`config.mk`:
```
export PLATFORM = sky130hd
export DESIGN_NAME = serial_reciprocal_unit
export DESIGN_NICKNAME = d
export VERILOG_FILES = /design/src/rtl/serial_reciprocal_unit.sv
export SDC_FILE = /design/constraint.sdc
export NUM_CORES = 1
export LEC_CHECK = 0
export BUFFER_PORTS_ARGS = -buffer_cell sky130_fd_sc_hd__buf_2
export CAP_MARGIN = 15
export CORE_ASPECT_RATIO = 0.7
export CORE_MARGIN = 2
export CORE_UTILIZATION = 62
export CTS_BUF_LIST = sky130_fd_sc_hd__clkbuf_16
export DETAILED_ROUTE_END_ITERATION = 6
export GPL_ROUTABILITY_DRIVEN = 0
export PLACE_DENSITY = 0.8
export SLEW_MARGIN = 20
export SYNTH_ARGS = -nofsm -noshare
export SYNTH_HDL_FRONTEND = slang
export SYNTH_SLANG_ARGS = --single-unit
```
`constraint.sdc`:
```
create_clock -name clk -period 5.15 [get_ports clk]
set_input_delay 0.7725 -clock clk [delete_from_list [all_inputs] [get_ports clk]]
set_output_delay 0.7725 -clock clk [all_outputs]
set_load 0.01 [all_outputs]
```
`src/rtl/serial_reciprocal_unit.sv`:
```
// Serial-in / serial-out fixed-point reciprocal: loads a Qm.n operand in NIB-bit chunks,
// divides 2^(2*FRAC_BITS) by |x| one quotient bit per clock, saturates, streams result out.
module serial_reciprocal_unit #(
   parameter int INT_BITS  = 6,
   parameter int FRAC_BITS = 10,
   parameter int NIB       = 4,
   parameter int OUT_W     = 8
) (
   input  logic             clk,
   input  logic             reset,
   input  logic             i_valid,
   output logic             i_ready,
   input  logic [NIB-1:0]   i_data,
   input  logic             i_abs,
   output logic             o_valid,
   input  logic             o_ready,
   output logic [OUT_W-1:0] o_data,
   output logic             o_last,
   output logic             o_sat,
   output logic             busy
);

   localparam int W    = INT_BITS + FRAC_BITS;
   localparam int QW   = 2 * FRAC_BITS + 1;
   localparam int NIN  = W / NIB;
   localparam int NOUT = W / OUT_W;
   localparam int LCW  = $clog2(NIN + 1);
   localparam int DCW  = $clog2(QW + 1);
   localparam int OCW  = $clog2(NOUT + 1);

   localparam logic [QW-1:0] Q_MAX_POS = QW'((2 ** (W - 1)) - 1);
   localparam logic [QW-1:0] Q_MAX_NEG = QW'(2 ** (W - 1));
   localparam logic [W-1:0]  RES_MAX_POS = {1'b0, {(W - 1){1'b1}}};
   localparam logic [W-1:0]  RES_MIN_NEG = {1'b1, {(W - 1){1'b0}}};

   typedef enum logic [1:0] {LOAD, DIV, FIX, OUT} state_t;

   state_t          state;
   logic [W-1:0]    operand;
   logic            abs_q;
   logic [W-1:0]    rem;
   logic [QW-1:0]   quo;
   logic [W-1:0]    res_sh;
   logic [LCW-1:0]  ld_cnt;
   logic [DCW-1:0]  div_cnt;
   logic [OCW-1:0]  out_cnt;

   logic [W-1:0]    mag;
   logic [W:0]      rem_sh;
   logic            rem_ge;
   logic            neg;
   logic [W-1:0]    q_lo;
   logic [W-1:0]    fix_res;
   logic            fix_sat;

   // The dividend is a single 1 at bit 2*FRAC_BITS, so only the first iteration shifts in a 1.
   always_comb begin
      mag     = operand[W-1] ? (~operand + W'(1)) : operand;
      rem_sh  = {rem, (div_cnt == '0)};
      rem_ge  = (rem_sh >= {1'b0, mag});
      neg     = operand[W-1] & ~abs_q;
      q_lo    = W'(quo);
      fix_res = neg ? (~q_lo + W'(1)) : q_lo;
      fix_sat = 1'b0;
      if (mag == '0) begin
         fix_res = RES_MAX_POS;
         fix_sat = 1'b1;
      end else if (!neg && quo > Q_MAX_POS) begin
         fix_res = RES_MAX_POS;
         fix_sat = 1'b1;
      end else if (neg && quo > Q_MAX_NEG) begin
         fix_res = RES_MIN_NEG;
         fix_sat = 1'b1;
      end
   end

   always_ff @(posedge clk) begin
      if (reset) begin
         state   <= LOAD;
         operand <= '0;
         abs_q   <= 1'b0;
         rem     <= '0;
         quo     <= '0;
         res_sh  <= '0;
         ld_cnt  <= '0;
         div_cnt <= '0;
         out_cnt <= '0;
         o_valid <= 1'b0;
         o_data  <= '0;
         o_last  <= 1'b0;
         o_sat   <= 1'b0;
         busy    <= 1'b0;
         i_ready <= 1'b1;
      end else begin
         case (state)
            LOAD: begin
               if (i_valid) begin
                  operand <= {operand[W-NIB-1:0], i_data};
                  if (ld_cnt == LCW'(NIN - 1)) begin
                     ld_cnt  <= '0;
                     abs_q   <= i_abs;
                     rem     <= '0;
                     quo     <= '0;
                     div_cnt <= '0;
                     i_ready <= 1'b0;
                     busy    <= 1'b1;
                     state   <= DIV;
                  end else begin
                     ld_cnt <= ld_cnt + LCW'(1);
                  end
               end
            end
            DIV: begin
               rem <= rem_ge ? W'(rem_sh - {1'b0, mag}) : W'(rem_sh);
               quo <= {quo[QW-2:0], rem_ge};
               if (div_cnt == DCW'(QW - 1)) begin
                  div_cnt <= '0;
                  state   <= FIX;
               end else begin
                  div_cnt <= div_cnt + DCW'(1);
               end
            end
            FIX: begin
               o_data  <= fix_res[W-1 -: OUT_W];
               res_sh  <= fix_res << OUT_W;
               o_sat   <= fix_sat;
               o_valid <= 1'b1;
               o_last  <= (NOUT == 1);
               out_cnt <= '0;
               state   <= OUT;
            end
            OUT: begin
               if (o_ready) begin
                  if (o_last) begin
                     o_valid <= 1'b0;
                     o_data  <= '0;
                     o_last  <= 1'b0;
                     o_sat   <= 1'b0;
                     out_cnt <= '0;
                     busy    <= 1'b0;
                     i_ready <= 1'b1;
                     state   <= LOAD;
                  end else begin
                     o_data  <= res_sh[W-1 -: OUT_W];
                     res_sh  <= res_sh << OUT_W;
                     out_cnt <= out_cnt + OCW'(1);
                     o_last  <= (out_cnt == OCW'(NOUT - 2));
                  end
               end
            end
            default: state <= LOAD;
         endcase
      end
   end

endmodule

```
==> impl.org, run 1 <==
** Worst hold path
- For hold timing, the worst endpoint is o_data[6]$_SDFFE_PP0P_.
- Along the worst hold path, the cell count comes to 2.
- The worst hold path begins at o_data[6]$_SDFFE_PP0P_.
- The tightest min-delay check is of the reg2reg type.

** STA
- The final count of hold timing violations came to 0.
- The final critical path takes up 89.5% of the cycle.
- Setup total negative slack :: 0 ns
- Worst Tran Pin Value :: between 1 and 1.5 ns
- Static timing analysis puts the maximum clock frequency at 217 MHz.
- Final-layout worst hold slack :: 0.455 ns
- Final Critical Period :: 4.61 ns
- Layout Skew :: 0.00552 ns
- Slew headroom :: between 30% and 40%
- Setup repair after global routing missed its margin :: no
- Setup violations remaining at the end of the flow were counted as 0.
- Slew Viols, Final :: 0

** Detailed routing
- Dividing the detail-routed wire length by the instance count gives 16.7 um.
- First drt pass iteration count :: 6
- In this run the remaining antenna-violating nets after routing total 0.
- For this block, the routed nets add up to 12300 um of wire.
- Dividing the detail-routed via count by the number of cells gives 6.27.
- In this run, the number of DRC markers left after iteration 0 of detailed routing was ~500.
- In the routed design, unresolved DRC markers number 1.
- Vias :: 4637

** Clock tree
- CTS saw 87 sinks.
- Count of instances resized after the clock tree is built :: 0
- Clock-pin slew was measured on the worst setup and hold paths at 0.07 ns.
- In this run the clock root is driven by a clkbuf_16.
- Total CTS buffers :: 9
- Buffer depth of the longest clock path :: 2
- Number of buffers inserted for hold repair after clock tree synthesis :: 0
- The later pin in the worst-skew pair is clocked with a latency of 0.34 ns.
- CTS H-Tree Depth :: 3
- TritonCTS built the clock tree.
- Buffer count from post-CTS setup fixing :: 0

** Logic synthesis
- The Yosys step of the flow raised 0 warnings.
- By area the synthesized netlist is led by dfxtp_1 34%, ha_1 6.1%, a21oi_1 5.6%.
- Of all flip-flops after synthesis, the portion carrying an async set or reset was 0%.
- Synthesis produced a netlist with a net count of 673.
- After technology mapping, the gate count stands at about 640.
- The cell area that synthesis handed to floorplanning was 5150 um2.
- Seq/Total Area, Yosys :: 33.8%
- In the synthesized netlist the dominant register cell turns out to be dfxtp_1.
- Count of distinct cell types in the synthesized netlist :: 60
- Average instance area after synthesis :: 8.08 um2
- Number of synthesized register bits :: 87
- In this run the biggest area consumer among cell types represents around a third of the synthesized area.
- Counting flops with a built-in enable in the synthesized netlist gives 0.
- Cell taking the most area after synthesis :: dfxtp_1

** Power and ir drop
- In this run the static leakage power is 2.14 nW.
- VDD sags by at most 225 uV.
- In this run the power density over the cells is 350 nW/um2.
- The completed layout was analyzed and its total power is 1.95 mW.

** Critical path
- The critical path is of the reg2reg type.
- The startpoint identified for the worst register-to-register timing path is operand[2]$_SDFFE_PP0P_.
- The largest individual stage delay along the critical path comes from the cell or4b_2.
- The endpoint identified for the worst register-to-register timing path is rem[14]$_SDFFE_PP0P_.
- The cell family contributing the most delay on the critical path is simple AND/OR/NAND/NOR gates.
- Critical Path RT :: approximately 5.4 ns
- The number of buffers and inverters on the critical path is 0.
- STA classifies the critical path startpoint as a flip-flop.
- Largest fanout on the critical path :: 9
- The critical path goes through or4_4 > or3_1 > nand2_1 > xor2_1 > ha_1 > a21oi_1 > o21ai_0 > a21oi_1 > o21ai_0 > maj3_1 > o21ai_0 > or4b_2 > o311a_1 > o31ai_1.
- Data on the critical path arrives at its endpoint at 4.85 ns.
- The most numerous cell type found on the critical path is o21ai_0.
- The worst register-to-register path has a setup slack of 0.54 ns.
- STA classifies the critical path endpoint as a flip-flop.
- Cell depth of the worst flop-to-flop path :: 14
- CP Depth :: 14
- Delay of the slowest cell on the worst path :: 0.62 ns

** Layout
- The post-route netlist has under 10% of its cells at a drive strength greater than 1.
- Sequential cell area :: 1740 um2
- The multi-input combinational cells in the finished layout cover a total of ~3200 um2.
- Final std cell area, no fill :: 5560 um2
- Number of fill cells :: 677
- The number of antenna diodes in the final layout is 0.
- Synthesis-to-layout area growth :: 7.99%
- The net count of the finished layout is 668.

** GRT
- Overall track demand over capacity in global routing :: approximately 28%
- Entering global routing, the biggest net connects 52 pins.
- Global routing finished with a remaining overflow of 0.
- The first global-routing pass estimated about 21000 um of wire.
- The via count of the first global-routing pass is 4218.
- The number of antenna violations at the first check in global routing was 0.

** Placed design
- Buffers placed on the I/O ports in this run total 21.
- The placed instances occupy a cell area of approximately 5300 um2.
- The wire-length estimate of the detail-placed layout is 8910 um.

** Floorplanning
- Ports placed on the boundary :: 22
- The floorplan step set the die height to between 80 and 90 um.
- The floorplan step set the die width to 113 um.
- Floorplan Core Area :: roughly 8000 um2
- The die covers roughly 9000 um2.
- Initial core utilization :: between 60% and 70%
- Row count :: 27

** Flow run
- Across the run, the number of max-cap violations was 0.

** Run status
- Outcome :: finished, violations left
- Failing checks :: DRC
==> power breakdown <==
group | internal (mW) | switching [mW] | total [mW]
logic | 0.226 | 0.342 | 0.568
clock network | 0.376 | 0.272 | 0.648
registers | 0.701 | 0.0304 | 0.731
==> cell type report <==
class | count | area share [%]
sequential | 87 | 31.3
multi-input combinational | 493 | 57.6
clock inverter | 7 | 1.26
inverter | 18 | 1.21
clock buffer | 9 | 4.05
tap | 101 | 2.27
timing repair buffer | 24 | 2.29
==> synthesized netlist by cell type, types with 3 or more instances <==
library cell and instances:
o2bb2ai_1 5, buf_1 4, a22oi_1 21, ha_1 25
o41ai_1 3, and2_1 3, or3_1 3, xor2_1 20
nor2_1 53, o211ai_1 7, a211oi_1 8, a21oi_1 58
clkbuf_1 32, nand2_1 77, a22o_1 9, mux2i_1 14
and4_1 3, xnor2_1 18, o31ai_1 6, nand4_1 8
dfxtp_1 87, a31oi_1 3, or4_1 5, maj3_1 3
and3_1 10, a21o_1 8, nand3_1 13, o21ai_0 41
o21a_1 5, inv_1 18, nor3_1 13, nand2b_1 8
nor2b_1 9
==> cell families (layout without fill, tap and decap cells) <==
group / after synthesis / count (layout) / share of synthesized area (%)
AND/OR/NAND/NOR: 215 / 215 / 19.7
XOR/XNOR: 40 / 40 / 7.09
buffers and inverters: 58 / 58 / 4.49
adder cells (fa/ha/maj): 29 / 29 / 7.04
multiplexers: 14 / 14 / 2.72
flip-flops: 87 / 87 / 33.8
AO/OA/AOI/OAI: 195 / 195 / 25.1
==> state kept, by name (all words and copies together), names as in the netlist, 3 cells and up <==
signal   flops
o_data       8
res_sh       8
div_cnt      5
operand     16
ld_cnt       3
rem         16
quo         21
==> per-stage QoR <==
stage	utilization [%]	worst slack, ns	cells
floorplan	-	1.08	638
global placement	66.0	0.917	723
detailed placement	66.0	0.650	723
CTS	69.7	0.620	739
global route	69.8	0.310	739
finish	69.8	0.543	739
==> routing by layer <==
metal	track usage, %	wire length, um	vias to the layer above
li1	-	-	2293
met1	42.9	6120	2174
met2	40.8	5150	161
met3	6.87	968	9
met4	6.71	108	0
met5	0	0	-
==> worst min-delay path, delay by kind of cell (launching register included) <==
family | cells | cell delay (ns)
and+or+nand+nor | 1 | 0.05
AOI/OAI and AO/OA | 1 | 0.05
DFF | 1 | 0.31
==> placed cells by master, fill, tap and decap left out, types with 5 or more instances in the layout <==
| cell type | n |
|---|---|
| o21a_1 | 5 |
| nand2_1 | 77 |
| a211oi_1 | 8 |
| o31ai_1 | 6 |
| a22oi_1 | 21 |
| o211ai_1 | 7 |
| ha_1 | 25 |
| and3_1 | 10 |
| a22o_1 | 9 |
| nand2b_1 | 8 |
| nand4_1 | 8 |
| nand3_1 | 13 |
| xnor2_1 | 18 |
| a21o_1 | 8 |
| nor2b_1 | 9 |
| mux2i_1 | 14 |
| nor3_1 | 13 |
| dfxtp_1 | 87 |
| o21ai_0 | 41 |
| or4_1 | 5 |
| o2bb2ai_1 | 5 |
| a21oi_1 | 58 |
| nor2_1 | 52 |
| buf_2 | 21 |
| xor2_1 | 20 |
| inv_1 | 18 |
| clkbuf_16 | 9 |
==> how the worst max path moves through the flow <==
stage | startpoint | end | slack [ns]
finish | operand[2]$_SDFFE_PP0P_ | rem[14]$_SDFFE_PP0P_ | 0.54
global route | operand[2]$_SDFFE_PP0P_ | rem[14]$_SDFFE_PP0P_ | 0.31
CTS | operand[2]$_SDFFE_PP0P_ | rem[14]$_SDFFE_PP0P_ | 0.62
detailed placement | operand[2]$_SDFFE_PP0P_ | rem[14]$_SDFFE_PP0P_ | 0.65
global placement | operand[2]$_SDFFE_PP0P_ | rem[14]$_SDFFE_PP0P_ | 0.92
floorplan | operand[2]$_SDFFE_PP0P_ | rem[14]$_SDFFE_PP0P_ | 1.08
Power figures use the tool's default switching activity.
==> inputs of run 2 (changes only) <==
--- a/config.mk
+++ b/config.mk
@@ -13,7 +13,7 @@
 export CTS_BUF_LIST = sky130_fd_sc_hd__clkbuf_16
 export DETAILED_ROUTE_END_ITERATION = 6
 export GPL_ROUTABILITY_DRIVEN = 0
-export PLACE_DENSITY = 0.8
+export PLACE_DENSITY = 0.87
 export SLEW_MARGIN = 20
 export SYNTH_ARGS = -nofsm -noshare
 export SYNTH_HDL_FRONTEND = slang
==> run 2 against run 1 <==
- sequential power is essentially flat
- count of clock-buffer cells in the layout is the same
- combinational power grew 1%
- non-clock buffer count is the same
- clock skew grew 0.0049 ns
- routed wire length grew 3.0%
- setup slack gained 0.016 ns
- hold slack lost 0.00053 ns
- total power shrank 1.4%
- highest routed layer unchanged
- cell area shrank 0.38%
- the run still ends with DRC left
- final cell count is the same
==> impl.org, run 2 (same netlist as run 1, synthesis figures left out) <==
** Worst hold path
- The worst hold path was traced through 2 stages.
- Path category of the worst min-delay check :: reg2reg
- The startpoint identified for the worst hold timing path is o_data[6]$_SDFFE_PP0P_.
- Hold worst-path end :: o_data[6]$_SDFFE_PP0P_

** Critical path
- Crit path arrival time :: 4.85 ns
- CP Launch Type :: flip-flop
- Category of the worst setup path capture point :: flip-flop
- Slack of the worst reg-to-reg path :: 0.56 ns
- The endpoint identified for the worst register-to-register timing path is rem[14]$_SDFFE_PP0P_.
- Largest fanout on the critical path :: 9
- Measured in cells, the most critical reg-to-reg path has a length of 14.
- STA puts the critical path data required time at ~5.4 ns.
- The critical path is of the reg2reg type.
- Startpoint of the worst register-to-register path :: operand[2]$_SDFFE_PP0P_

** Floorplanning
- Die footprint :: 9070 um2
- The floorplan has 27 rows.
- Floorplan Core Area :: 7970 um2
- Ports placed on the boundary :: 22
- Measured along the y axis, the die boundary spans about 80 um.
- For this configuration, the core starts out at a cell density of 64.6%.
- From left edge to right edge, the die measures 113 um.

** Layout
- Fraction of the core area covered by cells at the end of the flow :: 69.5%
- The largest registers in the layout are quo x21, operand x16, rem x16.
- Antenna diode instance count :: 0
- The net count of the finished layout is between 600 and 700.
- In the layout the commonest cells are 87 x dfxtp_1, 77 x nand2_1, 58 x a21oi_1.
- Reg with most FFs :: quo
- Leaving out fill and tap cells, the most frequent cell in the layout is dfxtp_1.
- Synthesis-to-layout area growth :: 7.58%
- In the final layout, the share of cells above drive strength 1 is 7.99%.
- Summing all flip-flop and latch instances after layout gives 1740 um2.
- Final std cell area, no fill :: about 5500 um2
- Final cell count without fillers :: 739
- Combined area of the multi-input logic cells :: 3210 um2
- Max FFs per register :: 21
- Number of fill cells :: 611

** Clock tree
- Clk Tree Root Cell :: clkbuf_16
- CTS sink count :: 87
- TritonCTS clock tree :: done
- The clock passes through at most 2 buffers.
- Clk Latency, worst-skew pair :: 0.36 ns
- Clock tree synthesis inserted a total of 9 buffers.
- Buffers added to address setup during post-CTS repair amount to 0.
- Count of instances resized after the clock tree is built :: 0
- CTS H-Tree Depth :: 3
- After clock tree synthesis, the flow added hold-fix buffers numbering 0.
- Clock-pin slew was measured on the worst setup and hold paths at 0.07 ns.

** STA
- The final count of hold timing violations was 0.
- Setup repair after global routing missed its margin :: no
- After layout, the worst path uses 89.1% of the clock period.
- Layout Skew :: 0.0104 ns
- Setup slack closes at 0.559 ns.
- The routed design could run at a clock period as short as approximately 4.6 ns.
- The final-report max-slew violation count was 0.
- Summed over all failing endpoints, the final setup total negative slack is 0 ns.
- Final-layout worst hold slack :: 0.455 ns
- Slew headroom :: 33.8%
- Setup violations remaining at the end of the flow were counted as 0.
- For the pin with the worst max-slew slack, the measured transition is 0.993 ns.
- Achievable clock frequency :: 218 MHz

** Placed design
- Placed standard-cell area :: 5260 um2
- Estimated wirelength of the detail-placed design :: approximately 9000 um
- Once placement completed, the tool counted placed cells totaling between 700 and 800.
- In this run the tool buffered the top-level ports with 21 buffer cells.
- Timing analysis after detailed placement gives a worst setup slack of 0.703 ns.

** Power and ir drop
- Summing internal, switching and leakage power gives about 1.9 mW.
- Power density of the placed cells :: 346 nW/um2
- IR drop worst, VDD :: 281 uV
- Leakage power :: between 2 and 2.5 nW

** Detailed routing
- Total length of routed met3 wires :: 1230 um
- For this block, the initial DRC count from the detailed router was between 500 and 600.
- First drt pass iteration count :: 7
- In the final routed layout, each cell accounts on average for between 15 and 20 um.
- Post-detailed-route count of antenna-violating nets :: 0
- Vias :: 4817
- The highest metal layer carrying signal wires in the routed design is met4.
- For this run, design rule violations remaining after detail routing come to 1.
- Post-detailed-routing wire length :: 12700 um
- Total met2 wirelength after detailed routing :: 5310 um
- After detailed routing, the number of vias per cell comes to ~6.5.
- After detailed routing, the wire length on met1 is 5880 um.

** Flow run
- The tool flagged a number of max-cap violations equal to 0.

** GRT
- Entering global routing, the biggest net connects 65 pins.
- Number of antenna violations at the first check in global routing :: 0
- The via count of the first global-routing pass came to roughly 4300.
- Wire length of the first global-routing pass :: 21100 um
- For this run the aggregate overflow at the end of global routing stands at 0.
- In the global route stage, overall resource usage came out at 29.3%.

** Run status
- The flow ran to the end, but the final reports show violations.
- The final reports fail on DRC.
## run 2: cell count changes in the layout (fill, tap and decap cells not counted)
cell / change
bufinv_16: -1
clkinv_4: +2
inv_6: -1
## run 2: per-layer routing
metal,track usage [%],vias up
li1,-,2295
met1,41.0,2250
met2,42.8,242
met3,7.47,30
met4,12.2,0
met5,0,-
## run 2: worst max-delay path, stage by stage (launching register included)
cell,delay [ns]
dfxtp_1,0.40
or4_4,0.62
or3_1,0.44
nand2_1,0.13
xor2_1,0.18
ha_1,0.31
a21oi_1,0.14
o21ai_0,0.09
a21oi_1,0.22
o21ai_0,0.21
maj3_1,0.38
o21ai_0,0.37
or4b_2,0.64
o311a_1,0.15
o31ai_1,0.21
## run 2: worst max-delay path by stage
stage	from	to	slack (ns)	depth (start not counted)
2_1_floorplan	operand[2]$_SDFFE_PP0P_	rem[14]$_SDFFE_PP0P_	1.08	16
3_3_place_gp	operand[2]$_SDFFE_PP0P_	rem[14]$_SDFFE_PP0P_	0.95	14
3_5_place_dp	operand[2]$_SDFFE_PP0P_	rem[14]$_SDFFE_PP0P_	0.70	14
4_1_cts	operand[2]$_SDFFE_PP0P_	rem[14]$_SDFFE_PP0P_	0.63	14
5_1_grt	operand[2]$_SDFFE_PP0P_	rem[14]$_SDFFE_PP0P_	0.39	14
6_report	operand[2]$_SDFFE_PP0P_	rem[14]$_SDFFE_PP0P_	0.56	14
## run 2: layout make-up
cell class,count,share of cell area [%]
Multi-Input combinational cell,493,57.8
Sequential cell,87,31.4
Clock buffer,9,4.06
Timing Repair Buffer,24,2.30
Tap cell,101,2.28
Inverter,18,1.22
Clock inverter,7,0.880
## run 2: report_power, final
group / leakage (nW) / internal, mW / total, mW / switching [mW]
Combinational: 1.30 / 0.227 / 0.575 / 0.348
Sequential: 0.703 / 0.701 / 0.731 / 0.0304
Clock: 0.127 / 0.327 / 0.614 / 0.287
==> inputs of run 3 (changes only) <==
--- a/config.mk
+++ b/config.mk
@@ -14,6 +14,7 @@
 export DETAILED_ROUTE_END_ITERATION = 6
 export GPL_ROUTABILITY_DRIVEN = 0
 export PLACE_DENSITY = 0.87
+export REMOVE_ABC_BUFFERS = 1
 export SLEW_MARGIN = 20
 export SYNTH_ARGS = -nofsm -noshare
 export SYNTH_HDL_FRONTEND = slang
==> run 3 against run 2 <==
- the flow still finishes with violations (DRC)
- non-clock buffer count unchanged
- combinational power decreased by 0.9%
- sequential power about the same
- hold slack got worse by 0.0054 ns
- sequential cell count unchanged
- fmax increased by 1.6%
- setup slack improved by 0.074 ns
==> impl.org, run 3 (same netlist as run 1, synthesis figures left out) <==
** STA
- Measured against its own limit, the worst slew margin works out to between 20% and 30%.
- Final Hold Viols :: 0
- Clock skew on the completed layout was measured at 0.00703 ns.
- Setup total negative slack on the finished layout was measured at 0 ns.
- Achievable clock frequency :: about 220 MHz
- For the pin with the worst max-slew slack, the measured transition is roughly 1.1 ns.
- Setup repair after global routing missed its margin :: no
- The worst path in the final design needs a cycle of between 4 and 5 ns, including I/O delays and setup.
- The final-report max-slew violation count is 0.
- Final setup fails :: 0
- Ratio of final minimum period to clock period :: 87.7%
- The tightest hold path in the finished design has a slack of 0.449 ns.

** Flow run
- Count of maximum capacitance violations :: 0

** Layout
- In the final layout, the registers with the most flip-flops are quo x21, operand x16, rem x16.
- Once layout is done, the placed cells without fillers occupy 5560 um2.
- The top cell types in the final layout, fill and taps aside, are 87 x dfxtp_1, 77 x nand2_1, 58 x a21oi_1.
- The register with the most flip-flops in the layout has 21 of them.
- Number of fill cells :: roughly 630
- Leaving out fill and tap cells, the most frequent cell in the layout is dfxtp_1.
- 0 antenna diodes ended up in the layout.
- More flip-flops sit in one register than any other, and that register is quo.
- Synthesis-to-layout area growth :: 7.92%
- The net count of the finished layout is 668.
- Of the cells placed in the final design, the portion with a size suffix greater than 1 is roughly 8%.

** Floorplanning
- The initialized floorplan defines 27 standard-cell rows.
- Die footprint :: 9070 um2
- Floorplan Core Area :: 7970 um2
- Ports placed on the boundary :: 22
- For this configuration, the core starts out at a cell density of 64.6%.
- Die H :: ~80 um
- Die extent in x :: 113 um

** Detailed routing
- Routed WL per cell :: around 17 um
- Post-detailed-route count of antenna-violating nets :: 0
- Drt via density :: 6.40
- Remaining design rule violation count :: 3
- Vias :: around 4700
- Violation count after the first detailed-route iteration :: 496
- Post-detailed-routing wire length :: ~13000 um
- First drt pass iteration count :: 7

** Clock tree
- Total CTS buffers :: 9
- CTS sink count :: 87
- CTS H-Tree Depth :: 3
- Clk Tree Root Cell :: clkbuf_16
- CTS clock-pin slew for the worst setup and hold paths :: 0.06 ns
- TritonCTS built the clock tree.
- At the later pin of the worst-skew pair, clock insertion delay measures 0.35 ns.
- The number of gates resized after CTS was 0.
- Buffer depth of the longest clock path :: 2
- Buffer count from post-CTS setup fixing :: 0
- After clock tree synthesis, the flow added hold-fix buffers numbering 0.

** Placed design
- Buffers on Ports :: 21
- Once detailed placement completed, the half-perimeter wirelength came to 8790 um.
- Placed standard-cell area :: 5260 um2

** Worst hold path
- In this run the worst hold path is classified as reg2reg.

** Power and ir drop
- IR drop worst, VDD :: 243 uV
- Leakage power :: 2.15 nW
- Power density of the placed cells :: 350 nW/um2

** Critical path
- Critical Path RT :: 5.41 ns
- CP Launch Type :: flip-flop
- Worst setup path class :: reg2reg
- Largest fanout on the critical path :: 9
- In this run the register-to-register setup slack is 0.63 ns.
- The worst setup path is captured at a flip-flop.
- Crit path arrival time :: 4.78 ns

** GRT
- The via count of the first global-routing pass is 4407.
- The number of antenna violations at the first check in global routing was 0.
- In the global route stage, overall resource usage came out at 29.4%.
- Wire length of the first global-routing pass :: ~21000 um
- Grt total ovfl :: 0
- Largest net degree at the start of global routing :: 47

** Run status
- Outcome :: finished, violations left
- Failing checks :: DRC
[run 3: cell count changes in the layout (fill, tap and decap cells not counted), sizes merged]
cell	delta
clkinv	-1
bufinv	+1
clkinvlp	-1
inv	+1
[run 3: per-stage QoR]
stage               power (mW)  setup WS [ns]  std cells  util [%]
CTS                       1.94          0.669        739      69.7
floorplan                 1.16         0.0863        598         -
finish                    1.95          0.633        739      69.7
global route              2.04          0.415        739      69.7
detailed placement        1.30          0.719        723      66.0
global placement          1.27          0.949        723      66.0
[run 3: cell type report]
type | count | area, um2 | area share (%)
Clock buffer | 9 | 225 | 4.05
Multi-Input combinational cell | 493 | 3210 | 57.7
Timing Repair Buffer | 24 | 128 | 2.30
Tap cell | 101 | 126 | 2.27
Inverter | 18 | 67.6 | 1.22
Sequential cell | 87 | 1740 | 31.3
Clock inverter | 7 | 66.3 | 1.19
[run 3: critical path, cell delays in order, from the launching register on]
cell and delay, ns:
dfxtp_1 0.39, or4_4 0.61, or3_1 0.44, nand2_1 0.13, xor2_1 0.19, ha_1 0.31
a21oi_1 0.14, o21ai_0 0.09, a21oi_1 0.21, o21ai_0 0.20, maj3_1 0.39, o21ai_0 0.34
or4b_2 0.62, o311a_1 0.15, o31ai_1 0.20
[run 3: metal layers]
metal / vias up / wire [um] / GRT usage (%) / share of wire, %
met3: 26 / 1110 / 8.23 / 8.7
met4: 0 / 238 / 10.4 / 1.9
met1: 2209 / 6070 / 41.2 / 48
met2: 196 / 5360 / 43.6 / 42
li1: 2297 / - / - / -
met5: - / 0 / 0 / 0
[run 3: worst paths after layout]
kind,startpoint,to,cells after the start
worst max-delay path,operand[2]$_SDFFE_PP0P_,rem[14]$_SDFFE_PP0P_,14
worst min register to register,o_data[6]$_SDFFE_PP0P_,o_data[6]$_SDFFE_PP0P_,2
worst min-delay path,o_data[6]$_SDFFE_PP0P_,o_data[6]$_SDFFE_PP0P_,2
worst max register to register,operand[2]$_SDFFE_PP0P_,rem[14]$_SDFFE_PP0P_,14
[run 3: power breakdown]
part / switching (mW) / internal (mW)
Clock: 0.274 / 0.372
Sequential: 0.0301 / 0.701
Combinational: 0.343 / 0.227
Total: 0.648 / 1.30
